--- src/rtl/ifu_fetch_responder.sv ---
// Memory-side responder for IFU single-word fetches and ICACHE 4-word line refills.
// Requests are served one at a time with a programmable latency before the first memory read.
`timescale 1ns/1ps

// state  | meaning
// S_IDLE | sample line_req (priority) / arvalid, latch address and request type
// S_WAIT | burn WAIT_CYCLES idle cycles on a down-counter
// S_READ | mem_en high; 1 beat for a fetch, 4 beats for a line
// S_CAPT | last beat of memory data arrives and is captured
// S_RESP | one-cycle if_access_done or sdram_read_ok pulse
module ifu_fetch_responder #(
   parameter int unsigned WAIT_CYCLES = 2
) (
   input  logic         clock,
   input  logic         reset,
   input  logic [33:0]  if_axi_data,
   output logic [31:0]  rdata,
   output logic         if_access_done,
   input  logic         line_req,
   input  logic [31:0]  line_addr,
   output logic [127:0] sdram_rdata,
   output logic         sdram_read_ok,
   output logic         mem_en,
   output logic [31:0]  mem_addr,
   input  logic [31:0]  mem_rdata
);

   typedef enum logic [2:0] {
      S_IDLE,
      S_WAIT,
      S_READ,
      S_CAPT,
      S_RESP
   } state_t;

   localparam logic [3:0] WAIT_LOAD = (WAIT_CYCLES > 0) ? 4'(WAIT_CYCLES - 1) : 4'd0;
   localparam bit         HAS_WAIT  = (WAIT_CYCLES > 0);

   state_t      state, state_nxt;
   logic [3:0]  wait_cnt, wait_cnt_nxt;
   logic [1:0]  beat, beat_nxt;
   logic        is_line, line_nxt;
   logic [31:0] req_addr, req_addr_nxt;

   logic        cap_valid;
   logic [1:0]  cap_beat;
   logic        cap_line;

   logic [31:0] araddr;
   logic        arvalid;
   logic        unused_ok;

   assign araddr  = if_axi_data[33:2];
   assign arvalid = if_axi_data[1];

   // rready carries no flow control here; the response pulse fires regardless
   assign unused_ok = ^{if_axi_data[0], araddr[1:0], line_addr[3:0]};

   always_ff @(posedge clock or negedge reset) begin
      if (!reset) begin
         state    <= S_IDLE;
         wait_cnt <= '0;
         beat     <= '0;
         is_line  <= 1'b0;
         req_addr <= '0;
      end else begin
         state    <= state_nxt;
         wait_cnt <= wait_cnt_nxt;
         beat     <= beat_nxt;
         is_line  <= line_nxt;
         req_addr <= req_addr_nxt;
      end
   end

   always_comb begin
      state_nxt    = state;
      wait_cnt_nxt = wait_cnt;
      beat_nxt     = beat;
      line_nxt     = is_line;
      req_addr_nxt = req_addr;
      case (state)
         S_IDLE: begin
            if (line_req || arvalid) begin
               line_nxt     = line_req;
               req_addr_nxt = line_req ? {line_addr[31:4], 4'h0} : {araddr[31:2], 2'b00};
               beat_nxt     = '0;
               wait_cnt_nxt = WAIT_LOAD;
               state_nxt    = HAS_WAIT ? S_WAIT : S_READ;
            end
         end
         S_WAIT: begin
            if (wait_cnt == 4'd0) begin
               state_nxt = S_READ;
            end else begin
               wait_cnt_nxt = wait_cnt - 4'd1;
            end
         end
         S_READ: begin
            if (!is_line || beat == 2'd3) begin
               state_nxt = S_CAPT;
            end else begin
               beat_nxt = beat + 2'd1;
            end
         end
         S_CAPT:  state_nxt = S_RESP;
         S_RESP:  state_nxt = S_IDLE;
         default: state_nxt = S_IDLE;
      endcase
   end

   // Outputs are registered from the next-state decode so they line up with the state cycle.
   always_ff @(posedge clock or negedge reset) begin
      if (!reset) begin
         mem_en         <= 1'b0;
         mem_addr       <= '0;
         cap_valid      <= 1'b0;
         cap_beat       <= '0;
         cap_line       <= 1'b0;
         rdata          <= '0;
         sdram_rdata    <= '0;
         if_access_done <= 1'b0;
         sdram_read_ok  <= 1'b0;
      end else begin
         mem_en <= (state_nxt == S_READ);
         if (state_nxt == S_READ) begin
            mem_addr <= req_addr_nxt + {28'd0, beat_nxt, 2'b00};
         end

         // memory data lags mem_en by one cycle; remember which beat it belongs to
         cap_valid <= mem_en;
         cap_beat  <= beat;
         cap_line  <= is_line;
         if (cap_valid && !cap_line) begin
            rdata <= mem_rdata;
         end
         if (cap_valid && cap_line) begin
            sdram_rdata[{cap_beat, 5'd0} +: 32] <= mem_rdata;
         end

         if_access_done <= (state_nxt == S_RESP) && !line_nxt;
         sdram_read_ok  <= (state_nxt == S_RESP) && line_nxt;
      end
   end

endmodule

--- config.mk ---
export PLATFORM = sky130hd
export DESIGN_NAME = ifu_fetch_responder
export DESIGN_NICKNAME = d
export VERILOG_FILES = /design/src/rtl/ifu_fetch_responder.sv
export SDC_FILE = /design/constraint.sdc
export NUM_CORES = 1
export LEC_CHECK = 0
export CORE_MARGIN = 1
export CORE_UTILIZATION = 33
export DETAILED_ROUTE_END_ITERATION = 8
export GPL_TIMING_DRIVEN = 1
export PLACE_DENSITY = 0.64
export SLEW_MARGIN = 20
export SYNTH_ARGS = -nofsm -noshare
export SYNTH_HDL_FRONTEND = slang
export SYNTH_SLANG_ARGS = --single-unit
--- constraint.sdc ---
create_clock -name clock -period 3.45 [get_ports clock]
set_clock_uncertainty 0.15 [all_clocks]
set_input_delay 1.035 -clock clock [delete_from_list [all_inputs] [get_ports clock]]
set_output_delay 1.035 -clock clock [all_outputs]
set_load 0.02 [all_outputs]
==> key figures, run 1 <==
Drt
  – Via count: 8270
  – 1st-iter DRT viols: 447
  – Residual DRC: 0
  – Wirelength per Cell: 19.64 µm
  – Final ANT Viol Nets: 0
  – Post-DR vias/cell: 5.211
  – Drt pass-1 iters: 5
  – Drt total wl: 31.17 mm

Place
  – Cells after DPL: 1537
  – Routability Congestion: 0.8065
  – Buffers on Ports: 288
  – Post-DP HPWL: 22.05 mm

Floorplan
  – DIE HEIGHT: 177.3 µm
  – Initial Util: 33.86%
  – Die area: 31440 µm²
  – Die X: 177.3 µm
  – Row Count: 63
  – I/O pins: 296
  – Core box area: 29950 µm²

STA
  – Final setup viols: 0
  – Min Tclk post-route: 3.346 ns
  – Hold slack: 0.2575 ns
  – Slew Viols, Final: 0
  – Slew @ Worst Pin: 1.017 ns
  – Setup Total Neg Slack: 0 ns
  – Final worst path period share: 96.98%
  – RSZ-0062 raised after global routing: no
  – Fmax: 298.9 MHz
  – Slew HR: 32.23%
  – Final hold vios: 0

GRT
  – Antenna violations before repair: 1
  – GRT Total Usage: 19.58%
  – Vias in the first global route: 8328
  – Grt ovf: 0
  – Pin count of the biggest net entering global routing: 70
  – First-pass GRT wire length: 48.13 mm

Clock network
  – Clk slew on worst S/H paths: 0.06 ns
  – Total clock sinks: 241
  – Clock buffer depth: 3
  – Worst skew pair latency: 0.52 ns
  – CTS tree: built
  – Root Buffer: clkbuf_16
  – Cts hold-fix bufs: 0
  – H-Tree Depth: 1
  – Postcts setup bufs: 0
  – Num CTS Buffers: 27

Power and ir drop
  – P_leak: 6.466 nW
  – Max IR drop VDD: 374.1 µV
  – Pwr dens: 764.1 nW/µm²

Logic synthesis
  – Area contributors post-synth: dfrtp_1, a22o_1, mux2_2
  – Synth Cell Area: 10140 µm²
  – Post-synthesis sequential area ratio: 59.45%
  – Synth Instances: 844
  – Synth top area share: 59.45%
  – Ys Warns: 0
  – Unique masters post-synth: 53
  – #FFs+latches synth: 241
  – Syn_nets: 956
  – Area leader, netlist: dfrtp_1
  – Avg Synthesized Cell Area: 12.02 µm²

Critical path
  – Crit path required time: 3.74 ns
  – Crit path max fanout: 4
  – Crit path DAT: 3.64 ns
  – CP Class: input pin to flop
  – Startpoint Class: input pin
  – Worst Setup End Kind: flop
  – Internal reg-to-reg setup slack: 0.17 ns

Layout
  – Commonest non-fill, non-tap cell in the layout: clkdlybuf4s50_1
  – FILL cells: 2715
  – Non-Filler Instances: 1587
  – Area Overhead vs Synth: 46.26%
  – Nets: 1288
  – Commonest non-fill, non-tap cells in the layout: clkdlybuf4s50_1, dfrtp_1, a22o_1
  – Layout cells sized above 1: 15.30%
  – Layout Utilization: 49.53%

Min path
  – Hold crit path type: flop to flop

Run status
  – Status: finished clean

Run
  – MaxCap Viol Count: 0
final cells by class:
class                           count  area, µm²  area share, %
Sequential cell                   241       6031          40.65
Multi-Input combinational cell    525       3899          26.28
Antenna cell                        1      2.502        0.01687
Inverter                           23      86.33         0.5819
Clock buffer                       33      738.2          4.976
Timing Repair Buffer              358       3458          23.31
Clock inverter                     16      132.6         0.8940
Tap cell                          390      488.0          3.289
registers in the layout, summed over array words and instances, names as in the netlist, 2 cells and up:
| register | flops |
|---|---|
| req_addr | 32 |
| sdram_rdata | 128 |
| rdata | 32 |
| cap_beat | 2 |
| mem_addr | 32 |
| beat | 2 |
| state | 3 |
| wait_cnt | 4 |
per-layer routing:
layer	share of wire (%)	vias up	wire length, µm	global-route usage [%]
met1	43	4093	13450	26.22
met5	0	-	0	0
met2	46	345	14450	31.62
met4	2.5	0	775	5.840
met3	8.0	48	2494	4.284
li1	-	3784	-	-
metrics by stage:
stage	instance area (µm²)	setup WS (ns)	power (W)
2_1_floorplan	10260	-0.5395	0.006555
3_5_place_dp	13950	-0.6942	0.008606
5_1_grt	14840	0.002869	0.01199
4_1_cts	14820	0.003735	0.01144
6_report	14840	0.1044	0.01134
3_3_place_gp	13950	-0.6513	0.008531
critical path: stages:
cell	delay [ns]
clkdlybuf4s15_1	0.23
or2_4	0.30
nand2_4	0.08
nand2_1	0.05
nand2_1	0.08
ha_2	0.19
inv_2	0.04
fa_2	0.35
o21bai_4	0.19
or4_4	0.51
or4_1	0.41
a31oi_1	0.16
worst paths after layout:
kind | start | cells past startpoint | to
max in group asynchronous | reset | 2 | rdata[17]
worst min register to register | mem_en | 0 | cap_valid
min in group asynchronous | reset | 1 | sdram_rdata[95]
worst max-delay path | if_axi_data[1] | 12 | mem_addr[30]
worst max register to register | state[0] | 11 | mem_addr[30]
worst min-delay path | mem_en | 0 | cap_valid
cell families after synthesis:
logic type                 Yosys count  share of synthesized area [%]
buffers and inverters               78                          3.096
muxes                               72                          7.611
AOI/OAI and AO/OA                  233                          17.27
xor gates and xnor gates            18                          1.554
DFF                                241                          59.45
and+or+nand+nor                    191                          9.584
adders and majority gates           11                          1.431
cells in the mapped netlist (all sizes together):
cell type / count
ha: 10
clkbuf: 44
nor3b: 3
or2: 1
or4: 4
or3: 7
a2bb2o: 1
dfrtp: 241
nor2: 24
nand2b: 7
fa: 1
a22o: 129
a21o: 3
clkinv: 1
nor2b: 1
nor4b: 3
o22ai: 3
o21ai: 39
buf: 11
a311oi: 1
nor4: 16
a21boi: 1
nand3b: 6
mux2: 41
nand2: 62
o21a: 1
a31oi: 13
a22oi: 5
a211oi: 6
inv: 22
o211ai: 1
mux2i: 31
xor2: 2
and2: 6
a21oi: 25
a41oi: 1
xnor2: 16
o31ai: 1
nand3: 25
o21bai: 2
nand4: 6
nor3: 18
a32oi: 1
nand4b: 2
report_power, final:
group / switching (W) / internal, W
logic: 0.00241 / 0.00205
clock network: 0.00117 / 0.00160
registers: 0.000506 / 0.00360
total: 0.00408 / 0.00725
repair_timing:
| item | in CTS | in global routing |
|---|---|---|
| resized for setup | 1 | 3 |
| pin swaps | 0 | 2 |
| endpoints found under the setup margin | 3 | 12 |
(Power assumes the default switching activity.)
==> run 2, diff against run 1 <==
--- a/config.mk
+++ b/config.mk
@@ -10,6 +10,7 @@
 export DETAILED_ROUTE_END_ITERATION = 8
 export GPL_TIMING_DRIVEN = 1
 export PLACE_DENSITY = 0.64
+export REMOVE_ABC_BUFFERS = 1
 export SLEW_MARGIN = 20
 export SYNTH_ARGS = -nofsm -noshare
 export SYNTH_HDL_FRONTEND = slang
==> key figures, run 2 (same netlist as run 1, synthesis figures left out) <==
Layout
  – Antenna Cells: 0
  – Layout Utilization: 49.56%
  – Nets: 1295
  – Layout cells sized above 1: 15.71%
  – Largest register FFs: 128
  – Area Overhead vs Synth: 46.34%
  – Commonest non-fill, non-tap cells in the layout: clkdlybuf4s50_1, dfrtp_1, a22o_1
  – Commonest non-fill, non-tap cell in the layout: clkdlybuf4s50_1
  – Largest register by flop count: sdram_rdata

Critical path
  – Critical path's slowest cell: or4_4
  – Worst Setup End Kind: flop
  – CP Class: flop to flop
  – Crit path required time: 3.74 ns
  – Startpoint Class: flop
  – Crit path max fanout: 4
  – Crit-path cells: or3_4, nor2_4, buf_4, nand3b_1, nand2_2, ha_2, inv_1, fa_2, o21bai_4, or4_4, or4_1, a31oi_1
  – Crit path DAT: 3.61 ns
  – Max stage delay on crit path: 0.54 ns

Clock network
  – CTS tree: built
  – Worst skew pair latency: 0.52 ns
  – Cts hold-fix bufs: 0
  – Clock buffer depth: 3
  – Total clock sinks: 241
  – Num CTS Buffers: 26
  – Clk slew on worst S/H paths: 0.06 ns
  – Root Buffer: clkbuf_16
  – H-Tree Depth: 1
  – Postcts setup bufs: 0

Power and ir drop
  – Pwr dens: 761.7 nW/µm²
  – Total power: 0.01131 W
  – Max IR drop VDD: 450.6 µV
  – P_leak: 6.464 nW

Floorplan
  – Die area: 31440 µm²
  – Initial Util: 33.86%
  – I/O pins: 296
  – Core box area: 29950 µm²
  – Die X: 177.3 µm
  – Row Count: 63
  – DIE HEIGHT: 177.3 µm

GRT
  – First-pass GRT wire length: 47.84 mm
  – Met3 usage: 3.942%
  – Busiest grt layer: met2
  – GR Layer Usage met2: 31.62%
  – GRT Total Usage: 19.56%
  – Met1 GRT Util: 27.48%
  – Vias in the first global route: 8082
  – Antenna violations before repair: 0
  – Pin count of the biggest net entering global routing: 66
  – Grt ovf: 0

Place
  – Place WS: -0.7884 ns
  – Buffers on Ports: 288
  – Post-DP HPWL: 21.61 mm
  – Routability Congestion: 0.8201

STA
  – Min Tclk post-route: 3.322 ns
  – Final setup viols: 0
  – Slew @ Worst Pin: 0.7542 ns
  – Final hold vios: 0
  – Fmax: 301.1 MHz
  – Hold slack: 0.2231 ns
  – Final worst path period share: 96.28%
  – Slew HR: 49.26%
  – Final worst slack: 0.1284 ns
  – Slew Viols, Final: 0

Drt
  – Via count: 8234
  – Wirelength per Cell: 19.34 µm
  – 1st-iter DRT viols: 520
  – Drt total wl: 30.80 mm
  – Post-DR vias/cell: 5.169
  – Final ANT Viol Nets: 0
  – Residual DRC: 0
  – Drt pass-1 iters: 5

Min path
  – Hold crit path type: flop to flop

Run
  – MaxCap Viol Count: 0

Run status
  – Status: finished clean
## run 2: changes by cell type in the layout (fill, tap and decap cells not counted), moves of 2 or more
cell / change
buf_4: +9
clkbuf_1: +4
nand3_1: -4
nand3_2: +4
buf_12: -2
clkinv_2: -2
clkinv_4: -2
nand2_2: +2
nor3_1: +2
nor3_2: -2
## run 2: critical path, delay by kind of cell, from the launching register on
family	cells	cell delay (ns)
compound gates	2	0.37
fa+ha+maj	2	0.50
buf+inv	2	0.18
flops	1	0.38
simple gates	6	1.65
## run 2: what timing repair did
action | CTS | global route
pin swaps | 1 | 5
endpoints found under the setup margin | 4 | 10
resized for setup | 4 | 11
## run 2: path summary, 6_finish.rpt
path,startpoint,slack [ns],cells past startpoint,endpoint
worst min-delay path,mem_en,0.22,0,cap_valid
worst max-delay path,state[1],0.13,12,mem_addr[30]
worst min register to register,mem_en,0.22,0,cap_valid
min in group asynchronous,reset,0.28,1,sdram_rdata[94]
max in group asynchronous,reset,2.11,2,req_addr[31]
worst max register to register,state[1],0.13,12,mem_addr[30]
## run 2: per-layer routing
| metal | vias to the layer above | wire length [µm] |
|---|---|---|
| met5 | - | 0 |
| met1 | 4087 | 14070 |
| met3 | 31 | 2303 |
| met2 | 320 | 14090 |
| met4 | 0 | 332 |
| li1 | 3796 | - |
## run 2: stage by stage
stage                     cells  area (µm²)  TNS (ns)
after global routing       1593       14840  -0.04174
final                      1593       14840         0
after global placement     1545       13950    -8.978
after floorplan             789        9916   -120.96
after CTS                  1593       14810         0
after detailed placement   1545       13950    -10.91
## run 2: final cells by class
cell class	count	area, µm²
clock buffer	38	767.0
sequential	241	6031
fill	2710	15110
tap	390	488.0
clock inverter	10	88.84
multi-input combinational	525	3891
inverter	23	86.33
timing repair buffer	366	3492
## run 2: where the power goes
part | switching, W | total, W | internal (W)
combinational | 0.00240 | 0.00446 | 0.00206
clock | 0.00112 | 0.00274 | 0.00162
sequential | 0.000504 | 0.00411 | 0.00360
==> run 3, diff against run 2 <==
--- a/config.mk
+++ b/config.mk
@@ -7,11 +7,11 @@
 export LEC_CHECK = 0
 export CORE_MARGIN = 1
 export CORE_UTILIZATION = 33
+export CTS_BUF_LIST = sky130_fd_sc_hd__clkbuf_8
 export DETAILED_ROUTE_END_ITERATION = 8
 export GPL_TIMING_DRIVEN = 1
 export PLACE_DENSITY = 0.64
 export REMOVE_ABC_BUFFERS = 1
-export SLEW_MARGIN = 20
 export SYNTH_ARGS = -nofsm -noshare
 export SYNTH_HDL_FRONTEND = slang
 export SYNTH_SLANG_ARGS = --single-unit
==> key figures, run 3 (same netlist as run 1, synthesis figures left out) <==
Critical path
  – Crit-path cells: dlygate4sd2_1, or2_1, nand2_2, nand2_1, nand2_1, ha_2, inv_1, fa_2, o21bai_4, or4_4, or4_1, a31oi_1
  – Crit path max fanout: 4
  – Crit path DAT: 3.64 ns
  – CP Class: input pin to flop
  – Crit path required time: 3.75 ns
  – Worst R2R Start: state[0]
  – Startpoint Class: input pin
  – R2R cell count: 12
  – Critical path's slowest cell: or4_4
  – Max stage delay on crit path: 0.51 ns
  – CP most frequent cell: nand2_1
  – Internal reg-to-reg setup slack: 0.15 ns
  – Reg-to-reg critical path endpoint: mem_addr[30]
  – Worst Setup End Kind: flop

STA
  – Final worst path period share: 96.71%
  – Hold slack: 0.2217 ns
  – Slew HR: 48.91%
  – Slew @ Worst Pin: 0.7593 ns
  – Fmax: 299.7 MHz
  – Final setup viols: 0
  – Final hold vios: 0
  – Slew Viols, Final: 0
  – Setup Total Neg Slack: 0 ns
  – Min Tclk post-route: 3.336 ns

Layout
  – Largest register FFs: 128
  – Largest register by flop count: sdram_rdata
  – Reg area: 6031 µm²
  – Layout cells sized above 1: 16.57%
  – Commonest non-fill, non-tap cell in the layout: clkdlybuf4s50_1
  – Nets: 1311
  – FILL cells: 2729
  – Antenna Cells: 0
  – Area Overhead vs Synth: 45.95%
  – Multi-input logic area: 3884 µm²
  – Commonest non-fill, non-tap cells in the layout: clkdlybuf4s50_1, dfrtp_1, a22o_1

Power and ir drop
  – P_leak: 6.538 nW
  – Max IR drop VDD: 367.3 µV
  – Pwr dens: 747.8 nW/µm²

Clock network
  – Clk slew on worst S/H paths: 0.06 ns
  – H-Tree Depth: 2
  – Root Buffer: clkbuf_8
  – Cts hold-fix bufs: 0
  – Postcts setup bufs: 0
  – Num CTS Buffers: 42
  – Clock buffer depth: 3
  – CTS tree: built
  – Worst skew pair latency: 0.53 ns
  – Total clock sinks: 241

Floorplan
  – DIE HEIGHT: 177.3 µm
  – Core box area: 29950 µm²
  – Die area: 31440 µm²
  – I/O pins: 296
  – Die X: 177.3 µm
  – Initial Util: 33.86%
  – Row Count: 63

GRT
  – First-pass GRT wire length: 48.41 mm
  – Vias in the first global route: 8265
  – Antenna violations before repair: 1
  – Pin count of the biggest net entering global routing: 66
  – GRT Total Usage: 19.86%
  – Grt ovf: 0

Drt
  – Final ANT Viol Nets: 0
  – Wirelength per Cell: 19.22 µm
  – Post-DR vias/cell: 5.161
  – Via count: 8366
  – Drt pass-1 iters: 7
  – Residual DRC: 0
  – Drt total wl: 31.15 mm
  – 1st-iter DRT viols: 498

Place
  – Post-DP HPWL: 21.61 mm
  – Buffers on Ports: 288
  – Routability Congestion: 0.8201

Min path
  – WHS Endpoint: cap_valid
  – WHS Path Cells: 0
  – Hold_sp: mem_en
  – Hold crit path type: flop to flop

Run
  – MaxCap Viol Count: 0

Run status
  – Status: finished clean
## run 3: changes by cell type in the layout (fill, tap and decap cells not counted), sizes merged
cell	change
clkbuf	+13
bufinv	-1
inv	+17
dlygate4sd2	+1
clkinvlp	-2
## run 3: layout make-up
cell class,instances,area share (%)
clock buffer,52,4.834
clock inverter,24,0.7015
timing repair buffer,366,23.61
tap,390,3.296
multi-input combinational,525,26.23
inverter,23,0.5832
sequential,241,40.74
## run 3: what timing repair did
action                                  CTS  global route
pin swaps                                 1             0
resized for setup                         4             7
endpoints found under the setup margin    3            10
## run 3: critical path: cells and delay by family
| family | cells | cell delay, ns |
|---|---|---|
| simple gates | 6 | 1.41 |
| buf+inv | 2 | 0.31 |
| compound gates | 2 | 0.37 |
| fa+ha+maj | 2 | 0.51 |
## run 3: per-layer routing
metal	share of wire [%]	GRT usage [%]	routed length (µm)	vias up
met3	8.3	4.049	2585	37
li1	-	-	-	3835
met4	1.2	4.380	368	2
met1	45	27.73	13970	4130
met5	0.042	0	13	-
met2	46	31.69	14210	362
## run 3: how the worst max path moves through the flow
stage,startpoint,to,slack [ns]
finish,if_axi_data[1],mem_addr[30],0.11
global route,if_axi_data[1],mem_addr[30],-0.01
CTS,beat[1],mem_addr[31],0.03
detailed placement,if_axi_data[1],mem_addr[30],-0.79
global placement,if_axi_data[1],mem_addr[30],-0.71
floorplan,cap_beat[0],sdram_rdata[0],-1.12
## run 3: stage by stage
| step | instances | area, µm² | utilization [%] | total power, W | worst slack [ns] |
|---|---|---|---|---|---|
| 2_1_floorplan | 789 | 9916 | - | 0.006391 | -1.122 |
| 3_3_place_gp | 1545 | 13950 | 46.56 | 0.008510 | -0.7088 |
| 3_5_place_dp | 1545 | 13950 | 46.56 | 0.008609 | -0.7884 |
| 4_1_cts | 1621 | 14780 | 49.34 | 0.01119 | 0.03321 |
| 5_1_grt | 1621 | 14800 | 49.42 | 0.01178 | -0.009515 |
| 6_report | 1621 | 14800 | 49.42 | 0.01107 | 0.1135 |
## run 3: power by group
part	internal (W)	switching, W
Clock	0.00136	0.00115
Sequential	0.00360	0.000506
Combinational	0.00206	0.00239
Total	0.00702	0.00405
